### src/rtl/rx_cmd_ctrl.sv
// Command-frame decoder behind the UART receiver: turns byte frames into
// register-file accesses and ALU operations, and returns results over the TX handshake.
`timescale 1ns/1ps
module rx_cmd_ctrl #(
  parameter int unsigned DATA_WIDTH = 8,
  parameter int unsigned ADDR_WIDTH = 4,
  parameter int unsigned FUN_WIDTH  = 4,
  parameter int unsigned TIMEOUT    = 1023
) (
  input  logic                    clk,
  input  logic                    rst_n,
  input  logic [DATA_WIDTH-1:0]   rx_p_data,
  input  logic                    rx_d_vld,
  input  logic                    rx_err,
  input  logic [DATA_WIDTH-1:0]   rf_rd_data,
  input  logic                    rf_rd_data_vld,
  input  logic [2*DATA_WIDTH-1:0] alu_out,
  input  logic                    alu_out_vld,
  input  logic                    tx_busy,
  output logic [ADDR_WIDTH-1:0]   rf_address,
  output logic                    rf_wr_en,
  output logic                    rf_rd_en,
  output logic [DATA_WIDTH-1:0]   rf_wr_data,
  output logic [FUN_WIDTH-1:0]    alu_fun,
  output logic                    alu_en,
  output logic                    clk_gate_en,
  output logic [DATA_WIDTH-1:0]   tx_p_data,
  output logic                    tx_d_vld
);

  localparam int unsigned CNT_W = $clog2(TIMEOUT + 1);
  localparam logic [DATA_WIDTH-1:0] CMD_WR     = DATA_WIDTH'(8'hAA);
  localparam logic [DATA_WIDTH-1:0] CMD_RD     = DATA_WIDTH'(8'hBB);
  localparam logic [DATA_WIDTH-1:0] CMD_ALU_OP = DATA_WIDTH'(8'hCC);
  localparam logic [DATA_WIDTH-1:0] CMD_ALU_NO = DATA_WIDTH'(8'hDD);

  typedef enum logic [3:0] {
    IDLE, WR_ADDR, WR_DATA, RD_ADDR, RD_WAIT, ALU_A, ALU_B,
    ALU_FUN, ALU_WAIT, SEND_LO, SEND_HI
  } state_t;

  state_t                  state, state_nxt;
  logic [CNT_W-1:0]        tmo_cnt, tmo_cnt_nxt;
  logic [DATA_WIDTH-1:0]   data_lo, data_lo_nxt;
  logic [DATA_WIDTH-1:0]   data_hi, data_hi_nxt;
  logic                    two_byte, two_byte_nxt;
  logic [ADDR_WIDTH-1:0]   rf_address_nxt;
  logic                    rf_wr_en_nxt, rf_rd_en_nxt;
  logic [DATA_WIDTH-1:0]   rf_wr_data_nxt;
  logic [FUN_WIDTH-1:0]    alu_fun_nxt;
  logic                    alu_en_nxt, clk_gate_en_nxt;
  logic [DATA_WIDTH-1:0]   tx_p_data_nxt;
  logic                    tx_d_vld_nxt;
  logic                    byte_ok;
  logic                    in_frame;

  assign byte_ok  = rx_d_vld & ~rx_err;
  assign in_frame = state inside {WR_ADDR, WR_DATA, RD_ADDR, ALU_A, ALU_B, ALU_FUN};

  // State and registered outputs
  always_ff @(posedge clk or negedge rst_n) begin
    if (!rst_n) begin
      state       <= IDLE;
      tmo_cnt     <= '0;
      data_lo     <= '0;
      data_hi     <= '0;
      two_byte    <= 1'b0;
      rf_address  <= '0;
      rf_wr_en    <= 1'b0;
      rf_rd_en    <= 1'b0;
      rf_wr_data  <= '0;
      alu_fun     <= '0;
      alu_en      <= 1'b0;
      clk_gate_en <= 1'b0;
      tx_p_data   <= '0;
      tx_d_vld    <= 1'b0;
    end else begin
      state       <= state_nxt;
      tmo_cnt     <= tmo_cnt_nxt;
      data_lo     <= data_lo_nxt;
      data_hi     <= data_hi_nxt;
      two_byte    <= two_byte_nxt;
      rf_address  <= rf_address_nxt;
      rf_wr_en    <= rf_wr_en_nxt;
      rf_rd_en    <= rf_rd_en_nxt;
      rf_wr_data  <= rf_wr_data_nxt;
      alu_fun     <= alu_fun_nxt;
      alu_en      <= alu_en_nxt;
      clk_gate_en <= clk_gate_en_nxt;
      tx_p_data   <= tx_p_data_nxt;
      tx_d_vld    <= tx_d_vld_nxt;
    end
  end

  // Next-state and next-output decode
  always_comb begin
    state_nxt       = state;
    tmo_cnt_nxt     = '0;
    data_lo_nxt     = data_lo;
    data_hi_nxt     = data_hi;
    two_byte_nxt    = two_byte;
    rf_address_nxt  = rf_address;
    rf_wr_en_nxt    = 1'b0;
    rf_rd_en_nxt    = rf_rd_en;
    rf_wr_data_nxt  = rf_wr_data;
    alu_fun_nxt     = alu_fun;
    alu_en_nxt      = alu_en;
    clk_gate_en_nxt = clk_gate_en;
    tx_p_data_nxt   = tx_p_data;
    tx_d_vld_nxt    = tx_d_vld;

    case (state)
      IDLE: begin
        if (byte_ok) begin
          if (rx_p_data == CMD_WR)          state_nxt = WR_ADDR;
          else if (rx_p_data == CMD_RD)     state_nxt = RD_ADDR;
          else if (rx_p_data == CMD_ALU_OP) state_nxt = ALU_A;
          else if (rx_p_data == CMD_ALU_NO) state_nxt = ALU_FUN;
        end
      end
      WR_ADDR: if (byte_ok) begin
        rf_address_nxt = rx_p_data[ADDR_WIDTH-1:0];
        state_nxt      = WR_DATA;
      end
      WR_DATA: if (byte_ok) begin
        rf_wr_en_nxt   = 1'b1;
        rf_wr_data_nxt = rx_p_data;
        state_nxt      = IDLE;
      end
      RD_ADDR: if (byte_ok) begin
        rf_address_nxt = rx_p_data[ADDR_WIDTH-1:0];
        rf_rd_en_nxt   = 1'b1;
        state_nxt      = RD_WAIT;
      end
      RD_WAIT: if (rf_rd_data_vld) begin
        data_lo_nxt  = rf_rd_data;
        two_byte_nxt = 1'b0;
        rf_rd_en_nxt = 1'b0;
        state_nxt    = SEND_LO;
      end
      ALU_A: if (byte_ok) begin
        rf_wr_en_nxt   = 1'b1;
        rf_address_nxt = '0;
        rf_wr_data_nxt = rx_p_data;
        state_nxt      = ALU_B;
      end
      ALU_B: if (byte_ok) begin
        rf_wr_en_nxt   = 1'b1;
        rf_address_nxt = ADDR_WIDTH'(1);
        rf_wr_data_nxt = rx_p_data;
        state_nxt      = ALU_FUN;
      end
      ALU_FUN: if (byte_ok) begin
        alu_fun_nxt     = rx_p_data[FUN_WIDTH-1:0];
        alu_en_nxt      = 1'b1;
        clk_gate_en_nxt = 1'b1;
        state_nxt       = ALU_WAIT;
      end
      ALU_WAIT: if (alu_out_vld) begin
        data_lo_nxt     = alu_out[DATA_WIDTH-1:0];
        data_hi_nxt     = alu_out[2*DATA_WIDTH-1:DATA_WIDTH];
        two_byte_nxt    = 1'b1;
        alu_en_nxt      = 1'b0;
        clk_gate_en_nxt = 1'b0;
        state_nxt       = SEND_LO;
      end
      SEND_LO, SEND_HI: begin
        // Request is raised only on an idle transmitter and withdrawn once it takes the byte
        if (!tx_d_vld) begin
          if (!tx_busy) begin
            tx_d_vld_nxt  = 1'b1;
            tx_p_data_nxt = (state == SEND_LO) ? data_lo : data_hi;
          end
        end else if (tx_busy) begin
          tx_d_vld_nxt = 1'b0;
          state_nxt    = (state == SEND_LO && two_byte) ? SEND_HI : IDLE;
        end
      end
      default: state_nxt = IDLE;
    endcase

    // Frame abort on a corrupted byte or an inter-byte gap that is too long
    if (in_frame) begin
      if (rx_d_vld && rx_err) begin
        state_nxt      = IDLE;
        rf_wr_en_nxt   = 1'b0;
        rf_rd_en_nxt   = 1'b0;
        alu_en_nxt     = alu_en;
      end else if (!rx_d_vld) begin
        if (tmo_cnt == CNT_W'(TIMEOUT - 1)) state_nxt = IDLE;
        else tmo_cnt_nxt = tmo_cnt + CNT_W'(1);
      end
    end
  end

endmodule

### config.mk
export PLATFORM = sky130hd
export DESIGN_NAME = rx_cmd_ctrl
export DESIGN_NICKNAME = d
export VERILOG_FILES = /design/src/rtl/rx_cmd_ctrl.sv
export SDC_FILE = /design/constraint.sdc
export NUM_CORES = 1
export LEC_CHECK = 0
export ABC_CLOCK_PERIOD_IN_PS = 2200
export CAP_MARGIN = 20
export CORE_MARGIN = 3
export CORE_UTILIZATION = 50
export CTS_BUF_LIST = sky130_fd_sc_hd__clkbuf_8
export CTS_CLUSTER_SIZE = 10
export DETAILED_ROUTE_END_ITERATION = 10
export GPL_TIMING_DRIVEN = 1
export PLACE_DENSITY = 0.8
export SLEW_MARGIN = 20
export SYNTH_ARGS = -nofsm -noshare
export SYNTH_HDL_FRONTEND = slang
export SYNTH_SLANG_ARGS = --single-unit
### constraint.sdc
create_clock -name clk -period 2.2 [get_ports clk]
set_clock_uncertainty 0.15 [all_clocks]
set_input_delay 0.22 -clock clk [delete_from_list [all_inputs] [get_ports clk]]
set_output_delay 0.22 -clock clk [all_outputs]
set_load 0.005 [all_outputs]
==> reports/metrics.csv, run 1 <==
metric;value;unit
run status;finished, final reports clean;
Buffers on Ports;67;
instance area after placement;3761;um2
buffer count from post-CTS setup fixing;0;
Post-Place Cells;406;
height of the chip;83.09;um
vias per inst;5.482;
initial detailed-routing violation count;133;
switching part of the total;31.30;%
setup tns final;0;ns
horizontal die dimension;83.09;um
number of non-filler instances in the completed layout;423;
part of the cycle the worst path needs;86.22;%
CTS Hold Bufs;1;
most common library cell in the layout ignoring fill and taps;clkdlybuf4s50_1;
post-synthesis cell count;267;
count of flip-flops with a built-in enable after synthesis;0;
clock network power share;24.9;%
synth warn;0;
CP max stage cell;dfrtp_1;
clock insertion delay at the later pin of the skew report;0.33;ns
fraction of synthesis flops using an asynchronous set or reset pin;100.0;%
critical path fanouts, max;9;
setup violation total in the final timing report;0;
GRT Resource Usage Total;21.87;%
TritonCTS clock tree;yes;
shortest clock period the worst path allows after layout;1.897;ns
TritonCTS Buffers;9;
die area;6904;um2
commonest cells after routing, fill and taps aside;clkdlybuf4s50_1 (66), dfrtp_1 (60), nor2_1 (25), a21oi_1 (18), mux2i_1 (17);
Synth Cell Area;2972;um2
combinational share of power;36.3;%
R2R Path Start;state[1]$_DFF_PN0_;
Synthesized Nets;308;
worst-case clock buffer depth;2;
effective utilization at floorplan;52.67;%
class of the worst hold path;input pin to asynchronous set/reset pin;
max-cap viol count;0;
I/O pin total;68;
maximum number of pins on one net before global-route repair;44;
cell-internal power;3.041;mW
mean instance size in the synthesized netlist;11.13;um2
CORE AREA;5642;um2
Reg2Reg Depth;4;
Clk Tree Root Cell;clkbuf_8;
CTS H-tree depth;3;
growth of design area from synthesis to finish;34.40;%
number of antenna violations at the first check in global routing;0;
final slew viol count;0;
crit path cell chain;and2b_1 -> a21oi_1 -> nor3_4 -> mux2_2;
sequential share of power;38.8;%
clock slew at the register clock pins of the worst setup and hold paths;0.07;ns
Sinks on Clock Net;60;
biggest cell delay along the critical path;0.44;ns
post-cts resize count;0;
drc violations;0;
pwr dens;1108;nW/um2
Detail Placement HPWL;5121;um
VDD IR-drop max;647.7;uV
fraction of the yosys area taken by sequential cells;50.53;%
total wire length;7073;um
# fillers;409;
Routed wire per std cell;16.72;um
maximum achievable frequency;527.2;MHz
number of iterations in the first detailed-routing pass;4;
Vias;2319;
startpoint-to-endpoint class of the critical path;flop to flop;
relative slew slack;69.00;%
Final Instance Area;3994;um2
leakage power;1.689;nW
element type at the critical path end;flop;
slack of the worst reg-to-reg path;0.30;ns
number of global-route vias before repair;2425;
arrival time reported for the critical path endpoint;1.97;ns
number of nets in the layout;387;
global-route wire length before repair;12120;um
transition time of the tightest slew-check pin;0.4650;ns
Placement Rows;27;
register bit count reported by yosys;60;
number of diodes added for antenna fixing;0;
reg-to-reg critical path endpoint;rf_wr_data[0]$_DFFE_PN0P_;
Worst Setup Start Kind;flop;
total net switching power;1.385;mW
remaining number of nets flagged by the antenna check after routing;0;
unique cell type count in the Yosys netlist;47;
unrepaired setup endpoints after global routing;false;
layout cells sized above 1;16.81;%
total grt overflow;0;
data required time at the worst endpoint;2.27;ns
most instantiated flip-flop cell in the synthesis netlist;dfrtp_1;
Final Wtd Congestion;0.8545;
Final Hold Violating Endpoints;0;
## metal layers
| layer | global-route usage [%] | vias to the layer above | share of wire (%) |
|---|---|---|---|
| li1 | - | 1108 | - |
| met1 | 29.48 | 1138 | 45 |
| met2 | 35.35 | 69 | 49 |
| met3 | 5.754 | 4 | 5.1 |
| met4 | 5.349 | 0 | 0.83 |
| met5 | 0 | - | 0 |
## per-stage QoR
stage / util (%) / power (mW) / hold WS [ns] / worst slack, ns
6_report: 70.79 / 4.426 / 0.2190 / 0.3031
5_1_grt: 70.79 / 4.706 / 0.2536 / 0.1953
4_1_cts: 70.79 / 4.460 / 0.2188 / 0.2955
3_5_place_dp: 66.67 / 3.328 / 0.05007 / 0.08308
3_3_place_gp: 66.67 / 3.269 / 0.04577 / 0.1702
2_1_floorplan: - / 2.626 / -0.2256 / 0.4389
## area by class of cell
class | instances | area [um2] | area share, %
timing repair buffer | 80 | 778.2 | 19.49
sequential | 60 | 1501 | 37.59
clock buffer | 9 | 123.9 | 3.102
multi-input combinational | 190 | 1383 | 34.62
clock inverter | 7 | 98.84 | 2.475
tap | 72 | 90.09 | 2.256
inverter | 5 | 18.77 | 0.4699
## flip-flops by register name (all words and copies together) (netlist names), 4 cells and up
signal / flops
tmo_cnt: 10
data_hi: 8
data_lo: 8
rf_wr_data: 8
tx_p_data: 8
alu_fun: 4
rf_address: 4
state: 4
## kinds of logic (layout without fill, tap and decap cells)
| kind of cell | Yosys count | count (layout) | synth area share [%] |
|---|---|---|---|
| AO/OA/AOI/OAI | 52 | 52 | 10.57 |
| XOR/XNOR | 10 | 10 | 2.947 |
| adder cells (fa/ha/maj) | 2 | 2 | 0.8420 |
| buffers and inverters | 17 | 101 | 3.158 |
| flip-flops | 60 | 60 | 50.53 |
| multiplexers | 41 | 41 | 15.71 |
| AND/OR/NAND/NOR | 85 | 85 | 16.25 |
## synth_stat cells (3+ instances only)
cell / count / share of area (%)
and4_1: 4 / 1.2
mux2i_1: 17 / 5.7
inv_1: 5 / 0.63
o21ai_0: 16 / 2.7
nand2_1: 16 / 2.0
buf_6: 3 / 1.1
nor2b_1: 6 / 1.3
a21oi_1: 18 / 3.0
mux2_2: 16 / 6.1
buf_2: 6 / 1.0
xor2_1: 6 / 1.8
dfrtp_1: 60 / 51
clkbuf_1: 3 / 0.38
o21a_1: 4 / 1.0
nor4bb_1: 3 / 1.0
nand2b_1: 6 / 1.3
nand3_1: 6 / 1.0
nand4_1: 4 / 0.84
nor2_1: 25 / 3.2
xnor2_1: 4 / 1.2
mux2_4: 7 / 3.5
## how the worst max path moves through the flow
| stage | start | endpoint | slack [ns] |
|---|---|---|---|
| 2_1_floorplan | state[1]$_DFF_PN0_ | data_hi[0]$_DFFE_PN0P_ | 0.44 |
| 3_3_place_gp | rx_err | rf_wr_data[3]$_DFFE_PN0P_ | 0.17 |
| 3_5_place_dp | rx_err | rf_wr_data[2]$_DFFE_PN0P_ | 0.08 |
| 4_1_cts | state[1]$_DFF_PN0_ | rf_wr_data[2]$_DFFE_PN0P_ | 0.30 |
| 5_1_grt | state[1]$_DFF_PN0_ | rf_wr_data[0]$_DFFE_PN0P_ | 0.20 |
| 6_report | state[1]$_DFF_PN0_ | rf_wr_data[0]$_DFFE_PN0P_ | 0.30 |
## power by group through the flow
stage               logic [mW]  clock network (mW)  registers [mW]
floorplan                0.939                   0            1.69
global placement          1.56                   0            1.71
detailed placement        1.61                   0            1.72
CTS                       1.62                1.12            1.72
global route              1.76                1.18            1.76
finish                    1.61                1.10            1.72
## critical path, delay by kind of cell (launching register included)
kind / cells / cell delay [ns]
simple gates: 2 / 0.68
compound gates: 1 / 0.13
mux: 1 / 0.38
flops: 1 / 0.44
No activity file was read; power rests on OpenSTA's default activity.
==> run 2: changes to the inputs <==
Settings changed: ABC_CLOCK_PERIOD_IN_PS 2200 to unset, DONT_BUFFER_PORTS set to 1, PLACE_DENSITY 0.8 to unset.
==> run 2 against run 1 <==
Net effect: critical path type unchanged; routed wire length decreased by 7.6%; total power down 14%; sequential power grew 3%; sequential share of layout area increased by 3.7 points.
==> reports/metrics.csv, run 2 (synthesis gave the netlist of run 1 again) <==
metric;value;unit
run status;finished, final reports clean;
critical path fanouts, max;12;
data required time at the worst endpoint;2.27;ns
setup tns final;0;ns
total grt overflow;0;
pwr dens;1042;nW/um2
most common library cell in the layout ignoring fill and taps;dfrtp_1;
TritonCTS clock tree;yes;
leakage power;1.557;nW
Final Wtd Congestion;0.8034;
Placement Rows;27;
number of diodes added for antenna fixing;0;
height of the chip;83.09;um
commonest cells after routing, fill and taps aside;dfrtp_1 (60), dlygate4sd3_1 (36), nor2_1 (25), a21oi_1 (18), mux2i_1 (17);
Vias;2110;
number of iterations in the first detailed-routing pass;4;
die area;6904;um2
Detail Placement HPWL;4122;um
maximum achievable frequency;506.1;MHz
flip-flop count of the largest register, all copies and words added;10;
element type at the critical path end;flop;
vias per inst;5.424;
GRT Resource Usage Total;20.03;%
max-cap viol count;0;
number of nets in the layout;354;
number of non-filler instances in the completed layout;389;
maximum number of pins on one net before global-route repair;61;
part of the cycle the worst path needs;89.82;%
Buffers on Ports;0;
number of global-route vias before repair;2224;
R2R Path Start;state[1]$_DFF_PN0_;
startpoint-to-endpoint class of the critical path;flop to flop;
Sinks on Clock Net;60;
worst-case clock buffer depth;2;
remaining number of nets flagged by the antenna check after routing;0;
arrival time reported for the critical path endpoint;2.04;ns
unrepaired setup endpoints after global routing;false;
relative slew slack;64.12;%
transition time of the tightest slew-check pin;0.5382;ns
TritonCTS Buffers;9;
number of antenna violations at the first check in global routing;0;
clock insertion delay at the later pin of the skew report;0.34;ns
min-delay src;rx_p_data[3];
Worst Setup Start Kind;flop;
total wire length;6534;um
CORE AREA;5642;um2
effective utilization at floorplan;52.67;%
growth of design area from synthesis to finish;22.23;%
class of the worst hold path;input pin to flop;
Clk Tree Root Cell;clkbuf_8;
buffer count from post-CTS setup fixing;0;
largest reg by FF count;tmo_cnt;
Final Hold Violating Endpoints;0;
global-route wire length before repair;11040;um
Routed wire per std cell;16.80;um
setup violation total in the final timing report;0;
shortest clock period the worst path allows after layout;1.976;ns
clock slew at the register clock pins of the worst setup and hold paths;0.06;ns
horizontal die dimension;83.09;um
I/O pin total;68;
final slew viol count;0;
utilization after layout;64.38;%
drc violations;0;
Post-Place Cells;337;
startpoint of the worst setup timing path;state[1]$_DFF_PN0_;
CTS H-tree depth;3;
VDD IR-drop max;724.1;uV
layout cells sized above 1;17.67;%
initial detailed-routing violation count;111;
-- run 2: path summary, 6_finish.rpt --
check                      cells after the start                   endpoint  slack, ns
max                                            4  rf_wr_data[4]$_DFFE_PN0P_       0.22
min                                            2  rf_address[3]$_DFFE_PN0P_       0.02
max reg2reg                                    4  rf_wr_data[4]$_DFFE_PN0P_       0.22
min reg2reg                                    1     data_hi[7]$_DFFE_PN0P_       0.35
max in group asynchronous                      2  rf_address[3]$_DFFE_PN0P_       1.38
min in group asynchronous                      2       tmo_cnt[8]$_DFF_PN0_       0.26
-- run 2: power by group --
part | internal (mW) | switching (mW)
clock network | 0.459 | 0.418
registers | 1.47 | 0.301
logic | 0.607 | 0.526
total | 2.54 | 1.24
-- run 2: what timing repair did --
item,CTS,global route
hold buffers,37,0
setup endpoints to repair,0,0
hold endpoints to repair,92,0
resized for setup,0,0
-- run 2: stage by stage --
| stage | hold slack [ns] | instance area [um2] | worst slack, ns | total power, mW |
|---|---|---|---|---|
| floorplan | -0.2256 | 2972 | 0.4389 | 2.626 |
| global placement | -0.2241 | 3068 | 0.2875 | 2.816 |
| detailed placement | -0.2242 | 3068 | 0.2512 | 2.843 |
| CTS | 0.007892 | 3632 | 0.2411 | 3.817 |
| global route | 0.02037 | 3632 | 0.09729 | 4.071 |
| finish | 0.02235 | 3632 | 0.2240 | 3.785 |
-- run 2: routing by layer --
metal | part of all wire [%] | track usage, % | up-vias
li1 | - | - | 1038
met1 | 44 | 25.39 | 1012
met2 | 48 | 32.43 | 53
met3 | 6.1 | 7.341 | 7
met4 | 1.0 | 5.349 | 0
met5 | 0 | 0 | -
-- run 2: area by class of cell --
type / count / area [um2]
multi-input combinational: 190 / 1383
inverter: 5 / 18.77
clock inverter: 4 / 25.02
tap: 72 / 90.09
clock buffer: 11 / 151.4
sequential: 60 / 1501
timing repair buffer: 47 / 462.9
fill: 463 / 2009
-- run 2: critical path: stages (launching register included) --
cell     delay [ns]
dfrtp_1        0.49
and2b_1        0.32
a21oi_1        0.12
nor3_4         0.39
mux2_2         0.39
